### config.mk
export PLATFORM = sky130hd
export DESIGN_NAME = namco_io_chip_flat
export DESIGN_NICKNAME = d
export VERILOG_FILES = /design/src/rtl/namco_io_chip_if.sv /design/src/rtl/namco_io_chip.sv /design/src/flat_wrapper.sv
export SDC_FILE = /design/constraint.sdc
export NUM_CORES = 1
export LEC_CHECK = 0
export BUFFER_PORTS_ARGS = -buffer_cell sky130_fd_sc_hd__buf_2
export CAP_MARGIN = 40
export CORE_UTILIZATION = 60
export CTS_CLUSTER_SIZE = 40
export DETAILED_ROUTE_END_ITERATION = 12
export PLACE_DENSITY = 0.8
export SLEW_MARGIN = 5
export SYNTH_ARGS = -nofsm -noshare
export SYNTH_HDL_FRONTEND = slang
export SYNTH_SLANG_ARGS = --single-unit
### constraint.sdc
create_clock -name CLKCPUx2 -period 4 [get_ports CLKCPUx2]
set_input_delay 0.8 -clock CLKCPUx2 [delete_from_list [all_inputs] [get_ports CLKCPUx2]]
set_output_delay 0.8 -clock CLKCPUx2 [all_outputs]
set_load 0.005 [all_outputs]
### src/rtl/namco_io_chip_if.sv
// CPU-side register bus for the namco_io_chip pair.
//   CS   : chip select (window decode AND VMA)
//   WE   : CPU write strobe
//   ADDR : CPU address [5:0], bit 5 is a mirror and ignored
//   DI   : CPU write data, only [3:0] is stored
//   DO   : read data {4'h0, nibble}, combinational
interface namco_io_chip_if;
   logic       CS;
   logic       WE;
   logic [5:0] ADDR;
   logic [7:0] DI;
   logic [7:0] DO;

   modport master (output CS, output WE, output ADDR, output DI, input DO);
   modport slave  (input CS, input WE, input ADDR, input DI, output DO);
endinterface

### src/rtl/namco_io_chip.sv
// Dual Namco-style custom I/O chip pair. Chip0 ($00-$0F) does coin/credit/start/stick
// handling, chip1 ($10-$1F) dumps the DIP switches. Both run once per VBLANK.
// Ports:
//   CLKCPUx2   : CPU-domain clock, all state on posedge
//   nRESET     : asynchronous active-low reset
//   IO_RUN     : 1 = chip released, 0 = hold processing and clear credit state
//   VBLANK     : vertical blank, asynchronous, synchronised internally
//   bus        : CPU register bus (CS, WE, ADDR, DI in; DO out)
//   STICKS     : {P2 B2,B1,L,D,R,U, P1 B2,B1,L,D,R,U}, active high
//   BTNS       : {Coin, Start2, Start1}, active high
//   DSW        : {DSW2, DSW1, DSW0}, active high
//   COIN_PULSE : one-cycle pulse per accepted coin
module namco_io_chip #(
   parameter logic [7:0] MAX_CREDIT      = 8'h99,
   parameter int         COIN_PER_CREDIT = 1
) (
   input  logic                  CLKCPUx2,
   input  logic                  nRESET,
   input  logic                  IO_RUN,
   input  logic                  VBLANK,
   namco_io_chip_if.slave        bus,
   input  logic [11:0]           STICKS,
   input  logic [2:0]            BTNS,
   input  logic [23:0]           DSW,
   output logic                  COIN_PULSE
);

   localparam logic [2:0] CPC = 3'(COIN_PER_CREDIT);

   typedef enum logic [1:0] {IDLE, CHIP0, CHIP1} state_t;

   state_t     state;
   logic [3:0] regs [32];
   logic [7:0] credit;
   logic [2:0] coin_acc;
   logic       prev_coin;
   logic [1:0] prev_starts;
   logic       vb_sync1, vb_sync2, vb_prev;
   logic       vb_rise;

   logic       coin_edge, s1_edge, s2_edge;
   logic [2:0] acc_inc;
   logic [7:0] credit_c;
   logic [2:0] acc_c;
   logic       pulse_c, s1_acc, s2_acc;

   logic       unused_bits;
   assign unused_bits = ^{bus.ADDR[5], bus.DI[7:4]};

   // BCD increment that holds at MAX_CREDIT
   function automatic logic [7:0] bcd_inc_sat(input logic [7:0] x);
      if (x >= MAX_CREDIT)    return x;
      else if (x[3:0] == 4'd9) return {x[7:4] + 4'd1, 4'd0};
      else                    return {x[7:4], x[3:0] + 4'd1};
   endfunction

   // BCD subtract of 1 or 2; caller guarantees x >= n
   function automatic logic [7:0] bcd_sub(input logic [7:0] x, input logic [1:0] n);
      if (x[3:0] >= {2'b00, n}) return {x[7:4], x[3:0] - {2'b00, n}};
      else                      return {x[7:4] - 4'd1, x[3:0] + 4'd10 - {2'b00, n}};
   endfunction

   assign vb_rise = vb_sync2 & ~vb_prev;
   assign bus.DO  = {4'h0, regs[bus.ADDR[4:0]]};

   // Chip0 credit-mode frame result: coin first, then start (Start1 over Start2)
   always_comb begin
      coin_edge = BTNS[2] & ~prev_coin;
      s1_edge   = BTNS[0] & ~prev_starts[0];
      s2_edge   = BTNS[1] & ~prev_starts[1];
      acc_inc   = coin_acc + 3'd1;
      credit_c  = credit;
      acc_c     = coin_acc;
      pulse_c   = 1'b0;
      s1_acc    = 1'b0;
      s2_acc    = 1'b0;
      if (coin_edge) begin
         if (acc_inc >= CPC) begin
            acc_c    = 3'd0;
            pulse_c  = 1'b1;
            credit_c = bcd_inc_sat(credit);
         end else begin
            acc_c = acc_inc;
         end
      end
      if (s1_edge && credit_c >= 8'h01) begin
         s1_acc   = 1'b1;
         credit_c = bcd_sub(credit_c, 2'd1);
      end else if (s2_edge && credit_c >= 8'h02) begin
         s2_acc   = 1'b1;
         credit_c = bcd_sub(credit_c, 2'd2);
      end
   end

   // Control: VBLANK sync, frame FSM, credit state, coin pulse
   always_ff @(posedge CLKCPUx2 or negedge nRESET) begin
      if (!nRESET) begin
         vb_sync1    <= 1'b0;
         vb_sync2    <= 1'b0;
         vb_prev     <= 1'b0;
         state       <= IDLE;
         credit      <= 8'h00;
         coin_acc    <= 3'd0;
         prev_coin   <= 1'b0;
         prev_starts <= 2'b00;
         COIN_PULSE  <= 1'b0;
      end else begin
         vb_sync1   <= VBLANK;
         vb_sync2   <= vb_sync1;
         vb_prev    <= vb_sync2;
         COIN_PULSE <= 1'b0;
         if (!IO_RUN) begin
            state       <= IDLE;
            credit      <= 8'h00;
            coin_acc    <= 3'd0;
            prev_coin   <= 1'b0;
            prev_starts <= 2'b00;
         end else begin
            case (state)
               IDLE:  if (vb_rise) state <= CHIP0;
               CHIP0: begin
                  prev_coin   <= BTNS[2];
                  prev_starts <= BTNS[1:0];
                  if (regs[8] == 4'd1) begin
                     credit     <= credit_c;
                     coin_acc   <= acc_c;
                     COIN_PULSE <= pulse_c;
                  end
                  state <= CHIP1;
               end
               CHIP1:   state <= IDLE;
               default: state <= IDLE;
            endcase
         end
      end
   end

   // Register file: FSM writes first so a same-cycle CPU write overrides them
   always_ff @(posedge CLKCPUx2 or negedge nRESET) begin
      if (!nRESET) begin
         for (int i = 0; i < 32; i++) regs[5'(i)] <= 4'h0;
      end else begin
         if (IO_RUN && state == CHIP0) begin
            if (regs[8] == 4'd1) begin
               regs[2] <= credit_c[7:4];
               regs[3] <= credit_c[3:0];
               regs[4] <= STICKS[3:0];
               regs[5] <= {STICKS[5], STICKS[4], s1_acc, s2_acc};
               regs[6] <= STICKS[9:6];
               regs[7] <= {STICKS[11], STICKS[10], 2'b00};
            end else if (regs[8] == 4'd3) begin
               regs[0] <= {1'b0, BTNS};
               regs[1] <= STICKS[3:0];
               regs[2] <= STICKS[9:6];
               regs[3] <= {STICKS[11], STICKS[10], STICKS[5], STICKS[4]};
            end
         end
         if (IO_RUN && state == CHIP1 && regs[24] != 4'd0) begin
            for (int n = 0; n < 6; n++) regs[5'(16 + n)] <= DSW[4*n +: 4];
         end
         if (bus.CS && bus.WE) regs[bus.ADDR[4:0]] <= bus.DI[3:0];
      end
   end

endmodule

### src/flat_wrapper.sv
// flat-port wrapper written by rule: the top's interface ports become plain ports
module namco_io_chip_flat 
#(
   parameter logic [7:0] MAX_CREDIT      = 8'h99,
   parameter int         COIN_PER_CREDIT = 1
)
  (CLKCPUx2, nRESET, IO_RUN, VBLANK, STICKS, BTNS, DSW, COIN_PULSE, bus_CS, bus_WE, bus_ADDR, bus_DI, bus_DO);
  namco_io_chip_if bus_i ();
  input  logic CLKCPUx2;
  input  logic nRESET;
  input  logic IO_RUN;
  input  logic VBLANK;
  input  logic [11:0] STICKS;
  input  logic [2:0] BTNS;
  input  logic [23:0] DSW;
  output logic COIN_PULSE;
  input wire logic [$bits(bus_i.CS)-1:0] bus_CS;
  input wire logic [$bits(bus_i.WE)-1:0] bus_WE;
  input wire logic [$bits(bus_i.ADDR)-1:0] bus_ADDR;
  input wire logic [$bits(bus_i.DI)-1:0] bus_DI;
  output wire logic [$bits(bus_i.DO)-1:0] bus_DO;
  assign bus_i.CS = bus_CS;
  assign bus_i.WE = bus_WE;
  assign bus_i.ADDR = bus_ADDR;
  assign bus_i.DI = bus_DI;
  assign bus_DO = bus_i.DO;
  namco_io_chip #(.MAX_CREDIT(MAX_CREDIT), .COIN_PER_CREDIT(COIN_PER_CREDIT)) u_core (.CLKCPUx2(CLKCPUx2), .nRESET(nRESET), .IO_RUN(IO_RUN), .VBLANK(VBLANK), .bus(bus_i), .STICKS(STICKS), .BTNS(BTNS), .DSW(DSW), .COIN_PULSE(COIN_PULSE));
endmodule
* Word level (Yosys, flattened, before mapping)
Index checks and enable logic that the tools add are counted.
** Cells by class
- Order comparisons :: 8
- Multiplexer cells :: 43
- Bitwise gates (word level) :: 9
- Reduce and logical (&&, ||, !) cells :: 9
- Equality and inequality tests :: 8
- Multipliers :: 0
- Shift operators :: 0
- Divide/modulo/power cells :: 0
- Add/sub/neg operators :: 9
** Operators with widths (number)
- 128-bit bitwise mux :: 1
- 128-bit 2-to-1 mux :: 1
- 8-bit 2-to-1 mux :: 13
- 16-bit 2-to-1 mux :: 2
- 32-bit 2-to-1 mux :: 1
- 4-bit binary-select mux with 5-bit select :: 1
- 4-bit demux with 5-bit select :: 1
- 3-bit 2-to-1 mux :: 5
- 4-bit 2-to-1 mux :: 3
- 4-bit by 1-bit subtractor with 4-bit output (second input constant) :: 3
- 1-bit 2-to-1 mux :: 10
- 4-bit by 1-bit adder with 4-bit output (second input constant) :: 2
- 8-bit by 1-bit greater-or-equal comparator with 1-bit output (second input constant) :: 1
- 8-bit by 2-bit greater-or-equal comparator with 1-bit output (second input constant) :: 1
- 8-bit greater-or-equal comparator (second input constant) :: 1
- 2-bit 2-to-1 mux :: 4
- 4-bit by 2-bit subtractor with 4-bit output (second input constant) :: 2
- 6-bit greater-or-equal comparator (second input constant) :: 1
- 6-bit by 1-bit less-than comparator with 1-bit output (second input constant) :: 1
- 2-bit by 1-bit != test with 1-bit output (second input constant) :: 3
- 5-bit inverter with 6-bit output :: 1
- 1-bit logical AND :: 5
- 4-bit adder (second input constant) :: 1
- 1-bit AND :: 4
- other kinds (14) :: 18
** Storage, ports and cells
- Memories kept :: 0
- Input port bits :: 59
- Memory bits (read-only) :: 0
- Word-level logic and storage cells :: 127
- Flip-flop bits (word level) :: 148
- Output and inout bits :: 9
- RAM bits :: 0
- Bits in latches :: 0

* Depth between registers and ports, before layout
Gate-level depths: netlist of the first run.
- Depth in word-level cells :: 14
- Gate-level depth with buffers :: 15
- Mapped depth without buffers :: 15

* Least setup slack after synthesis of the first run
OpenSTA, ideal clock, no wires.
- Kind :: in2reg
- Start :: input BTNS[2]
- End :: register u_core.regs[119] (netlist bit)
- Arrival :: 3617 ps
- Library setup time :: 145 ps
- Setup slack :: 239 ps
- Buffers on the path :: 0
- Stages :: 12
- Data required time :: 3855 ps
- Path through :: nor2b_1 -> o211ai_2 -> nor3_1 -> o21ai_0 -> ha_1 -> nor2b_1 -> o21ai_4 -> nor3_2 -> or3_4 -> a22oi_2 -> mux2i_1 -> a41oi_1
** On the way
- Word-level cells in the longest chain between the ends :: 10
- Elaborated cells between the ends (all ways) :: 17
- Classes of those cells :: add/sub (1); order compare (4); mux (9); bitwise (1); reduce/logical (2)
** Ends and longest elaborated chain
- start, declared :: RTL line flat_wrapper.sv:14 : input logic [2:0] BTNS;
- 1-bit AND (*) :: RTL line namco_io_chip.sv:68 : coin_edge = BTNS[2] & ~prev_coin;
- 8-bit 2-to-1 mux (*) :: RTL line namco_io_chip.sv:77 : if (coin_edge) begin
- 8-bit by 2-bit greater-or-equal comparator with 1-bit output, or another cell as far along :: RTL line namco_io_chip.sv:89 : end else if (s2_edge && credit_c >= 8'h02) begin
- 1-bit logical AND or 8-bit 2-to-1 mux (tied branches) :: RTL line namco_io_chip.sv:89, namco_io_chip.sv:59
- 8-bit 2-to-1 mux :: RTL line namco_io_chip.sv:89
- 8-bit 2-to-1 mux (*) :: RTL line namco_io_chip.sv:86 : if (s1_edge && credit_c >= 8'h01) begin
- 8-bit 2-to-1 mux (*) :: RTL line namco_io_chip.sv:144 : if (regs[8] == 4'd1) begin
- 32-bit 2-to-1 mux (*) :: RTL line namco_io_chip.sv:143 : if (IO_RUN && state == CHIP0) begin
- 128-bit bitwise mux :: RTL line namco_io_chip.sv:161 : if (bus.CS && bus.WE) regs[bus.ADDR[4:0]] <= bus.DI[3:0];
- 128-bit 2-to-1 mux (*) :: RTL line namco_io_chip.sv:161
- end signal, assigned by index :: RTL line namco_io_chip.sv:161
- end, declared :: RTL line namco_io_chip.sv:33 : logic [3:0] regs [32];
Mark *: on every way between the ends. The rest lies on a longest branch, timed or not.
A chain may end at the register's enable or synchronous reset.

* Worst setup path in the final report of the first run
- Start :: register u_core.coin_acc[0]
- End :: register u_core.regs[119] (netlist bit)
** On the way
- Word-level cells in the longest chain between the ends :: 12
- Elaborated cells between the ends (all ways) :: 19
- Classes of those cells :: add/sub (2); order compare (5); mux (10); reduce/logical (2)
** Ends and longest elaborated chain
- start, declared :: RTL line namco_io_chip.sv:35 : logic [2:0] coin_acc;
- start signal, assigned :: RTL line namco_io_chip.sv:103 : coin_acc <= 3'd0;
- start signal, assigned :: RTL line namco_io_chip.sv:115 : coin_acc <= 3'd0;
- start signal, assigned :: RTL line namco_io_chip.sv:126 : coin_acc <= acc_c;
- 3-bit by 1-bit adder with 3-bit output (*) :: RTL line namco_io_chip.sv:71 : acc_inc = coin_acc + 3'd1;
- 3-bit by 1-bit greater-or-equal comparator with 1-bit output (*) :: RTL line namco_io_chip.sv:78 : if (acc_inc >= CPC) begin
- 8-bit 2-to-1 mux (*) :: RTL line namco_io_chip.sv:78
- 8-bit 2-to-1 mux (*) :: RTL line namco_io_chip.sv:77
- 8-bit by 2-bit greater-or-equal comparator with 1-bit output, or another cell as far along :: RTL line namco_io_chip.sv:89
- 1-bit logical AND or 8-bit 2-to-1 mux (tied branches) :: RTL line namco_io_chip.sv:89, namco_io_chip.sv:59
- 8-bit 2-to-1 mux :: RTL line namco_io_chip.sv:89
- 8-bit 2-to-1 mux (*) :: RTL line namco_io_chip.sv:86
- 8-bit 2-to-1 mux (*) :: RTL line namco_io_chip.sv:144
- 32-bit 2-to-1 mux (*) :: RTL line namco_io_chip.sv:143
- 128-bit bitwise mux :: RTL line namco_io_chip.sv:161
- 128-bit 2-to-1 mux (*) :: RTL line namco_io_chip.sv:161
Marks and branches as above.

==> results.md, run 1 <==
- CTS clk-pin slew, worst paths: ~0.060 ns
- CTS Buf Count: 17
- Minimum clock period: approximately 3.8 ns
- Worst Hold Depth: 0
- Post-synthesis simple-gate area fraction: around an eighth
- Crit path from: u_core.coin_acc[0]
- Num ports: roughly 70
- Sink Count: 148
- Critical path class: flop to flop
- DRC violations left: 0
- PortBufs: 34
- RePlAce Congestion: a little over 0.9
- Adder-cell share of the synthesized area: 2.417%
- PwrDens: 440.8 mW/mm^2
- Total grt overflow: 0
- Fmax: approximately 0.26 GHz
- Mux contribution to synthesized area: about 18%
- Fraction of the yosys area taken by sequential cells: a little over 50%
- Hold Path Class: flop to flop
- Slowest library cell on the worst path: or3_4
- CP max stage delay: ~0.46 ns
- Synth async-reset ratio: approximately 57%
- Synth unique cells: roughly 80
- Data required, critical path: approximately 4.3 ns
- Fin Clk Skew: 0.006901 ns
- Final Instance Area: 0.008782 mm^2
- Critical path fanouts, max: 7
- Slew Viols, Final: 0
- Avg WL per Cell: between 20 and 25 um
- WP buf/inv: 1
- Post-route setup slack: about 0.15 ns
- Synth Instances: between 600 and 700
- Main synth FF type: dfrtp_1
- Dpl ws: 0.04641 ns
- Synth area leader: dfrtp_1
- Max clock buf depth: 2
- Main combinational cell family by area after synthesis: multiplexers
- Nets: between 700 and 800
- Most common cell after layout, fill and taps aside: dfrtp_1
- Post-DP HPWL: between 10000 and 15000 um
- Post-synth top area share: a little over a quarter
- CTS tree: done
- R2R depth: 13
- Reg-to-reg startpoint: u_core.coin_acc[0]
- # placed instances: a little over 800
- # rows: roughly 40
- Clk root buf: clkbuf_16
- Synth Register Bits: around 150
- Initial Utilization: about three fifths
- Finished Layout Cells: about 860
- Hold slack: roughly 0.35 ns
- Slew HR: a little under 40%
- Core area: between 0.01 and 0.015 mm^2
- Clk Latency, worst-skew pair: roughly 0.43 ns
- Post-synth EDFFs: 64
- Placement Cell Area: 0.008142 mm^2
- Post-DR vias/cell: between 6 and 7
- Leakage: 0.003579 uW
- Fraction of layout cells with a size suffix above 1: 25.07%
- First-pass GRT wire length: between 20000 and 30000 um
- Crit path max-delay family: simple AND/OR/NAND/NOR gates
- Area delta synth->final: 13.08%
- Largest net degree at the start of global routing: 71
- Gr usage total: 29.71%
- Antenna diode count: 0
- Max cap viols: 0
- Critical path's most frequent cell: ha_1
- Die H: around 120 um
- Most frequent cells in the layout: dfrtp_1 (84), edfxtp_1 (64), nor2_1 (60)
- Initial antenna violation count: 0
- Initial detailed-routing violation count: 547
- Worst path depth: 13
- Final Hold Viols: 0
- Die W: 115.8 um
- CP cell instances: inv_1 -> ha_1 -> or3b_4 -> o211a_4 -> nand3_1 -> mux2_2 -> ha_1 -> nor2b_2 -> nand3_2 -> or3_4 -> a22oi_2 -> mux2i_2 -> a41oi_1
- Post-synthesis instance area: 0.007766 mm^2
- Die area: between 0.01 and 0.015 mm^2
- Status: finished clean
- First-pass detailed-route iteration total: 6
- Peak supply drop: slightly below 0.0005 V
- CP Capture Type: flop
- Mean Syn Cell Area: 12.12 um^2
- Setup Viol. Count Final: 0
- Worst-Margin Slew: a little over 0.9 ns
- Warning count from the yosys run: 0
- H-tree levels: 4
- Vias in the first global route: ~5500
- WL final: around 18000 um
- Crit path DAT: a little over 4 ns
- Number of routed nets with antenna violations: 0
- Hold_sp: u_core.vb_sync1
- Via Count: around 5500
- Synth Area in XOR/XNOR: 1.224%
- Final Cycle Share: between 90% and 100%
- Top cells by area, synth: dfrtp_1 (27%), edfxtp_1 (25%), mux4_2 (9.3%)
- Synth Area in Compound Gates: 10.49%
- Type of origin of the critical path: flop
==> synth_stat cells, types with 2 or more instances <==
library cell and n:
nand3_1 11, xnor2_1 8, a221oi_1 4, a21oi_1 24, and2_1 9, o31ai_1 6
or3b_2 2, ha_1 15, inv_1 26, nand3b_1 4, and3_1 5, buf_4 5
or3_1 2, edfxtp_1 64, nor3_1 12, o2111ai_1 6, nand2_1 50, clkbuf_1 27
mux2_2 33, nand4_1 5, buf_2 2, mux2i_1 27, nor3b_1 2, a41oi_1 2
buf_1 3, or4_1 3, o21ai_1 4, nor2_1 60, a22o_1 5, a21boi_1 2
o21ai_0 17, a22oi_1 4, nand2b_1 10, a31oi_1 5, mux4_2 32, dfrtp_1 84
o22ai_1 6, nor2b_1 9, nor4_1 3
==> through the flow <==
step                      setup TNS (ns)  power, uW  util, %
after floorplan                        0       2107        -
after global placement                 0       2245    64.30
after detailed placement               0       2278    64.52
after CTS                              0       3879    69.22
after global routing            -0.03512       4005    69.59
final                                  0       3871    69.59
==> cells by family after synthesis <==
family	after synthesis
other	1
AO/OA/AOI/OAI	110
multiplexers	92
flip-flops	148
XOR/XNOR	10
buffers and inverters	65
adder cells (fa/ha/maj)	15
AND/OR/NAND/NOR	200
==> cell type report <==
cell class                 instances  area (um^2)
sequential                       148         4024
inverter                          27        101.3
tap                              172        215.2
clock inverter                    15        168.9
timing repair buffer              52        327.8
clock buffer                      17        425.4
multi-input combinational        431         3520
fill                             887         3837
==> final timing paths <==
path                       slack, ns          endpoint
setup / recovery                0.15  u_core.regs[119]
hold / removal                  0.35   u_core.vb_sync2
setup reg to reg                0.15  u_core.regs[119]
hold reg to reg                 0.35   u_core.vb_sync2
max in group asynchronous       3.00  u_core.regs[111]
min in group asynchronous       0.39   u_core.vb_sync1
==> per-layer routing <==
| layer | global-route usage (%) | share of wire, % |
|---|---|---|
| met5 | 0 | 0 |
| met3 | 7.531 | 7.8 |
| met2 | 47.42 | 50 |
| met4 | 15.90 | 4.2 |
| met1 | 37.55 | 38 |
==> power by group <==
part           internal (uW)  total, uW  switching, uW
logic                    226        478            252
clock network            934       1600            668
registers               1710       1790           81.3
total                   2870       3870           1000
==> what timing repair did <==
| item | in CTS | in global routing |
|---|---|---|
| endpoints found under the setup margin | 0 | 14 |
| gates resized for setup | 0 | 7 |
| hold buffers | 0 | 0 |
| setup buffers | 0 | 1 |
(Power assumes the default switching activity.)
==> inputs of run 2 (changes only) <==
ABC_AREA = 1   (was unset)
==> run 2 against run 1 <==
Against the previous run:
- hold slack better by 0.0016 ns
- maximum frequency is 5.5% higher
- combinational power is 3% higher
- final area is 5.5% lower
- non-clock buffer count is 2 lower
- setup slack better by 0.20 ns
- via count is 14% higher
- clock power hardly changed
- count of clock-buffer cells in the layout is 1 higher
- sequential share of layout area is 2.7 points higher
- area after synthesis is 5.4% lower
- die area is 5.3% lower
- critical path type is now input pin to primary output
- largest power group unchanged
==> results.md, run 2 <==
- Slowest library cell on the worst path: or4_1 (was or3_4)
- Largest net degree at the start of global routing: 53 (was 71)
- Die area: 0.01269 mm^2 (was 0.01340 mm^2)
- Slew HR: 40.13% (was 38.44%)
- Initial Utilization: 61.42% (was 61.54%)
- Mean Syn Cell Area: 9.127 um^2 (was 12.12 um^2)
- Post-DP HPWL: 13020 um (was 12540 um)
- Hold_sp: u_core.vb_sync1 (unchanged)
- Die W: 112.7 um (was 115.8 um)
- CTS Buf Count: 17 (unchanged)
- Fraction of layout cells with a size suffix above 1: 13.14% (was 25.07%)
- R2R Path End: u_core.regs[115] (was u_core.regs[119])
- Comb power frac: 12.7% (was 12.4%)
- Minimum clock period: 3.647 ns (was 3.849 ns)
- WL final: 19270 um (was 18380 um)
- Net switching power figure: 1047 uW (was 1002 uW)
- Die H: 112.7 um (was 115.8 um)
- Internal Power: 2828 uW (was 2869 uW)
- Nets: 921 (was 751)
- Critical path's most frequent cell: buf_2 (was ha_1)
- Critical path fanouts, max: 23 (was 7)
- Num ports: 68 (unchanged)
- Most common cell after layout, fill and taps aside: nand2_1 (was dfrtp_1)
- Gr usage total: 32.40% (was 29.71%)
- Core area: 0.01196 mm^2 (was 0.01262 mm^2)
- R2r setup slk: 0.95 ns (was 0.15 ns)
- First-pass GRT wire length: 30710 um (was 29090 um)
- CP cell instances: buf_2 -> nor2_2 -> buf_4 -> a22oi_1 -> o221ai_1 -> nand2_1 -> nand4_1 -> or4_1 -> buf_2 (was inv_1 -> ha_1 -> or3b_4 -> o211a_4 -> nand3_1 -> mux2_2 -> ha_1 -> nor2b_2 -> nand3_2 -> or3_4 -> a22oi_2 -> mux2i_2 -> a41oi_1)
- Synth async-reset ratio: 56.76% (unchanged)
- Final Instance Area: 0.008297 mm^2 (was 0.008782 mm^2)
- Antenna diode count: 0 (unchanged)
- Top cells by area, synth: dfrtp_1 (29%), edfxtp_1 (26%), nand2_1 (9.1%) (was dfrtp_1 (27%), edfxtp_1 (25%), mux4_2 (9.3%))
- Final Hold Viols: 0 (unchanged)
- Post-DR vias/cell: 6.207 (was 6.349)
- RePlAce Congestion: 0.9281 (was 0.9279)
- DRC violations left: 0 (unchanged)
- Initial detailed-routing violation count: 717 (was 547)
- PortBufs: 34 (unchanged)
- Hold Path Class: flop to flop (unchanged)
- Type of origin of the critical path: input pin (was flop)
- Total grt overflow: 0 (unchanged)
- Crit path DAT: 2.85 ns (was 4.12 ns)
- Synth Register Bits: 148 (unchanged)
- Clock network power share: 40.7% (was 41.4%)
- PwrDens: 467.1 mW/mm^2 (was 440.8 mW/mm^2)
- Most frequent cells in the layout: nand2_1 (179), dfrtp_1 (84), nand3_1 (72) (was dfrtp_1 (84), edfxtp_1 (64), nor2_1 (60))
- Status: finished clean (unchanged)
- Vias in the first global route: 5977 (was 5526)
- Fin Clk Skew: 0.005005 ns (was 0.006901 ns)
- Max clock buf depth: 2 (unchanged)
- CP Capture Type: primary output (was flop)
- # rows: 40 (was 41)
- Placement Cell Area: 0.007716 mm^2 (was 0.008142 mm^2)
- Worst-Margin Slew: 0.8911 ns (was 0.9150 ns)
- Leakage: 0.003628 uW (was 0.003579 uW)
- CTS tree: done (unchanged)
- Post-CTS Setup Inserts: 0 (unchanged)
- CTS clk-pin slew, worst paths: 0.06 ns (about the same)
- Area delta synth->final: 12.93% (was 13.08%)
- Final Cycle Share: 91.18% (was 96.23%)
- Data required, critical path: 3.20 ns (was 4.28 ns)
- Unrepaired setup endpoints after global routing: false
- Reg-to-reg startpoint: u_core.coin_acc[1] (was u_core.coin_acc[0])
- Reg power frac: 46.6% (was 46.3%)
- Final core utilization: 69.36% (was 69.59%)
- CP max stage delay: 0.41 ns (was 0.46 ns)
- Clk root buf: clkbuf_16 (unchanged)
- Synth area leader: dfrtp_1 (unchanged)
- H-tree levels: 4 (unchanged)
- Synth Instances: 805 (was 641)
- Hold Crit Endpoint: u_core.vb_sync2 (unchanged)
- Critical path class: input pin to primary output (was flop to flop)
- Setup Viol. Count Final: 0 (unchanged)
- Main synth FF type: dfrtp_1 (unchanged)
- Post-synth top area share: 28.61% (was 27.07%)
- Slew Viols, Final: 0 (unchanged)
- Post-synth EDFFs: 64 (unchanged)
- Post-synthesis instance area: 0.007347 mm^2 (was 0.007766 mm^2)
- Warning count from the yosys run: 0 (unchanged)
- R2R depth: 19 (was 13)
- Worst Hold Depth: 0 (unchanged)
- Synth unique cells: 42 (was 82)
- Fraction of the yosys area taken by sequential cells: 54.77% (was 51.81%)
- First-pass detailed-route iteration total: 6 (unchanged)
- Max cap viols: 0 (unchanged)
- Post-CTS Hold Buffers: 0 (unchanged)
- Number of routed nets with antenna violations: 0 (unchanged)
- Avg WL per Cell: 19.14 um (was 21.32 um)
- Via Count: 6250 (was 5473)
- Post_cts resized: 0 (unchanged)
- Commonest cells in the synthesized netlist: nand2_1 (179), dfrtp_1 (84), nand3_1 (72), nor2_1 (69), edfxtp_1 (64) (was dfrtp_1 (84), edfxtp_1 (64), nor2_1 (60), nand2_1 (50), mux2_2 (33))
- Fmax: 0.2742 GHz (was 0.2598 GHz)
- Sw Ratio: 27.02% (was 25.88%)
- Setup TNS Final: 0 ns (unchanged)
- Initial antenna violation count: 0 (unchanged)
- Count leader, synth: nand2_1 (was dfrtp_1)
- Peak supply drop: 0.0003339 V (was 0.0004839 V)
- Sink Count: 148 (unchanged)
- Clk Latency, worst-skew pair: 0.44 ns (was 0.43 ns)
-- run 2: final cells by class --
cell class / instances / area (um^2)
flip-flops and latches: 148 / 4024
fillers: 871 / 3665
multi-input cells: 560 / 2938
clock buffers: 18 / 429.2
repair buffers: 50 / 305.3
inverters: 70 / 265.3
well taps: 147 / 183.9
clock inverters: 14 / 151.4
-- run 2: worst max-delay path by stage --
stage                           start   endpoint  slack, ns  depth (start not counted)
final                     bus_ADDR[0]  bus_DO[3]       0.35                          9
after floorplan           bus_ADDR[1]  bus_DO[2]       0.99                          7
after detailed placement  bus_ADDR[0]  bus_DO[1]       0.43                         10
after global placement    bus_ADDR[0]  bus_DO[1]       0.45                         10
after CTS                 bus_ADDR[0]  bus_DO[1]       0.42                         10
after global routing      bus_ADDR[0]  bus_DO[1]       0.27                         10
-- run 2: power by group through the flow --
stage	clock [uW]	sequential [uW]	combinational [uW]
2_1_floorplan	0	1800	319
3_3_place_gp	0	1820	447
3_5_place_dp	0	1830	469
4_1_cts	1580	1800	479
5_1_grt	1640	1810	539
6_report	1580	1810	490
-- run 2: layer usage --
metal,GRT usage (%),share of wire (%),up-vias
met5,0,0,-
met4,15.73,3.5,0
met3,7.451,9.2,73
met2,50.25,47,400
met1,43.27,40,2915
li1,-,-,2862
-- run 2: kinds of logic after synthesis --
kind of cell	Yosys count	share of synthesized area (%)
AOI/OAI and AO/OA	172	14.44
xor gates and xnor gates	5	0.5960
adders and majority gates	15	2.554
buffers and inverters	100	5.467
DFF	148	54.77
other	1	0.05104
and+or+nand+nor	364	22.12
-- run 2: worst max-delay path: cells and delay by family --
kind | cells | cell delay, ns
buffers and inverters | 3 | 0.74
and+or+nand+nor | 4 | 0.72
AOI/OAI and AO/OA | 2 | 0.57
-- run 2: per-stage QoR --
| stage | power (uW) | hold slack [ns] | std cells | setup slack [ns] |
|---|---|---|---|---|
| after floorplan | 2122 | 0.3312 | 808 | 0.9935 |
| after global placement | 2267 | 0.3328 | 975 | 0.4475 |
| after detailed placement | 2294 | 0.3371 | 975 | 0.4277 |
| after CTS | 3860 | 0.3510 | 1007 | 0.4187 |
| after global routing | 3996 | 0.3510 | 1007 | 0.2747 |
| final | 3876 | 0.3510 | 1007 | 0.3529 |
==> inputs of run 3 (changes only) <==
CELL_PAD_IN_SITES_DETAIL_PLACEMENT = 0   (was unset)
CELL_PAD_IN_SITES_GLOBAL_PLACEMENT = 1   (was unset)
CORE_UTILIZATION = 46   (was 60)
PLACE_DENSITY = unset   (was 0.8)
PLACE_DENSITY_LB_ADDON = 0.1   (was unset)
==> run 3 against run 2 <==
Against the previous run:
- die area increased by 30%
- final area is 0.89% higher
- first-iteration DRC count fell by 32%
- sequential cell count stayed put
- wire length increased by 1.0%
- total power is 0.95% lower
==> results.md, run 3 (synthesis gave the netlist of run 2 again) <==
- Total grt overflow: 0 (unchanged)
- CTS tree: done (unchanged)
- Area delta synth->final: 13.93% (was 12.93%)
- Type of origin of the critical path: input pin (unchanged)
- Post-DP HPWL: 13810 um (was 13020 um)
- Post-DR vias/cell: 5.600 (was 6.207)
- First-pass detailed-route iteration total: 5 (was 6)
- Gr usage total: 25.37% (was 32.40%)
- First-pass GRT wire length: 31080 um (was 30710 um)
- Num ports: 68 (unchanged)
- Max cap viols: 0 (unchanged)
- Die W: 128.4 um (was 112.7 um)
- Critical path fanouts, max: 20 (was 23)
- Register area: 0.004024 mm^2 (unchanged)
- Clk Latency, worst-skew pair: 0.43 ns (was 0.44 ns)
- Most frequent cells in the layout: nand2_1 (179), dfrtp_1 (84), nand3_1 (72) (unchanged)
- Slew HR: 53.63% (was 40.13%)
- PwrDens: 458.6 mW/mm^2 (was 467.1 mW/mm^2)
- Worst-Margin Slew: 0.6948 ns (was 0.8911 ns)
- Nets: 920 (was 921)
- Max clock buf depth: 2 (unchanged)
- Hold Path Class: input pin to async pin (was flop to flop)
- Setup TNS Final: 0 ns (unchanged)
- Vias in the first global route: 5692 (was 5977)
- Number of routed nets with antenna violations: 0 (unchanged)
- Initial Utilization: 47.80% (was 61.42%)
- WL final: 19470 um (was 19270 um)
- Most common cell after layout, fill and taps aside: nand2_1 (unchanged)
- Post-CTS Setup Inserts: 0 (unchanged)
- Core area: 0.01537 mm^2 (was 0.01196 mm^2)
- Largest net degree at the start of global routing: 48 (was 53)
- Post-CTS Hold Buffers: 0 (unchanged)
- Post_cts resized: 0 (unchanged)
- DRC violations left: 0 (unchanged)
- Clk root buf: clkbuf_16 (unchanged)
- Final Cycle Share: 92.89% (was 91.18%)
- CTS clk-pin slew, worst paths: 0.07 ns (was 0.06 ns)
- Data required, critical path: 3.20 ns (about the same)
- Crit path DAT: 2.92 ns (was 2.85 ns)
- Minimum clock period: 3.716 ns (was 3.647 ns)
- Multi-input gate area: 0.002938 mm^2 (unchanged)
- Fin Clk Skew: 0.01117 ns (was 0.005005 ns)
- Initial antenna violation count: 2 (was 0)
- PortBufs: 34 (unchanged)
- RePlAce Congestion: 0.8028 (was 0.9281)
- Slew Viols, Final: 0 (unchanged)
- Fmax: 0.2691 GHz (was 0.2742 GHz)
- Leakage: 0.003619 uW (was 0.003628 uW)
- # rows: 45 (was 40)
- Unrepaired setup endpoints after global routing: false (unchanged)
- Status: finished clean (unchanged)
- Avg WL per Cell: 18.16 um (was 19.14 um)
- Final Hold Viols: 0 (unchanged)
- Die area: 0.01648 mm^2 (was 0.01269 mm^2)
- Placement Cell Area: 0.007776 mm^2 (was 0.007716 mm^2)
- CTS Buf Count: 17 (unchanged)
- Setup Viol. Count Final: 0 (unchanged)
- Critical path class: input pin to primary output (unchanged)
- Peak supply drop: 0.0003181 V (was 0.0003339 V)
- Sink Count: 148 (unchanged)
- Initial detailed-routing violation count: 484 (was 717)
- Die H: 128.4 um (was 112.7 um)
- CP Capture Type: primary output (unchanged)
- Via Count: 6003 (was 6250)
- Fill cells: 1414 (was 871)
- H-tree levels: 4 (unchanged)
- Final Instance Area: 0.008371 mm^2 (was 0.008297 mm^2)
- Fraction of layout cells with a size suffix above 1: 13.27% (was 13.14%)
[run 3: area by class of cell]
cell class | instances | share of cell area [%]
sequential | 148 | 48.07
multi-input combinational | 560 | 35.10
clock buffer | 17 | 5.082
timing repair buffer | 49 | 3.408
inverter | 70 | 3.169
tap | 211 | 3.154
clock inverter | 15 | 1.958
antenna | 2 | 0.05979
[run 3: critical path, cell delays in order]
cell,delay [ns]
buf_2,0.34
nor2_2,0.22
buf_4,0.25
a22oi_1,0.24
nand3_1,0.13
nand2_1,0.08
nand4_1,0.13
or4_1,0.55
buf_2,0.16
[run 3: routing by layer]
metal / share of wire (%) / vias to the layer above / GRT usage, %
met1: 48 / 2913 / 36.55
met2: 45 / 188 / 38.35
li1: - / 2880 / -
met5: 0 / - / 0
met3: 6.1 / 22 / 5.655
met4: 1.2 / 0 / 7.543
[run 3: worst paths after layout]
check / endpoint / cells after the start / startpoint / slack (ns)
setup / recovery: bus_DO[0] / 9 / bus_ADDR[1] / 0.28
hold / removal: u_core.regs[124] / 1 / nRESET / 0.35
setup reg to reg: u_core.regs[115] / 21 / u_core.coin_acc[0] / 0.85
hold reg to reg: u_core.vb_sync2 / 0 / u_core.vb_sync1 / 0.35
max in group asynchronous: async pin / 2 / nRESET / 2.66
min in group CLKCPUx2: u_core.vb_sync2 / 0 / u_core.vb_sync1 / 0.35
[run 3: where the power goes]
part           total [uW]  switching (uW)  internal, uW
Clock                1570             730           836
Combinational         470             290           181
Sequential           1800            82.1          1720
Total                3840            1100          2740
[run 3: through the flow]
step	utilization, %	hold WS (ns)	total power, uW	cells	worst slack, ns
2_1_floorplan	-	0.3312	2122	808	0.9935
3_3_place_gp	50.59	0.3355	2282	1038	0.3726
3_5_place_dp	50.59	0.3356	2299	1038	0.3400
4_1_cts	54.42	0.3501	3858	1070	0.3309
5_1_grt	54.44	0.3607	4001	1071	0.1668
6_report	54.46	0.3462	3839	1072	0.2844
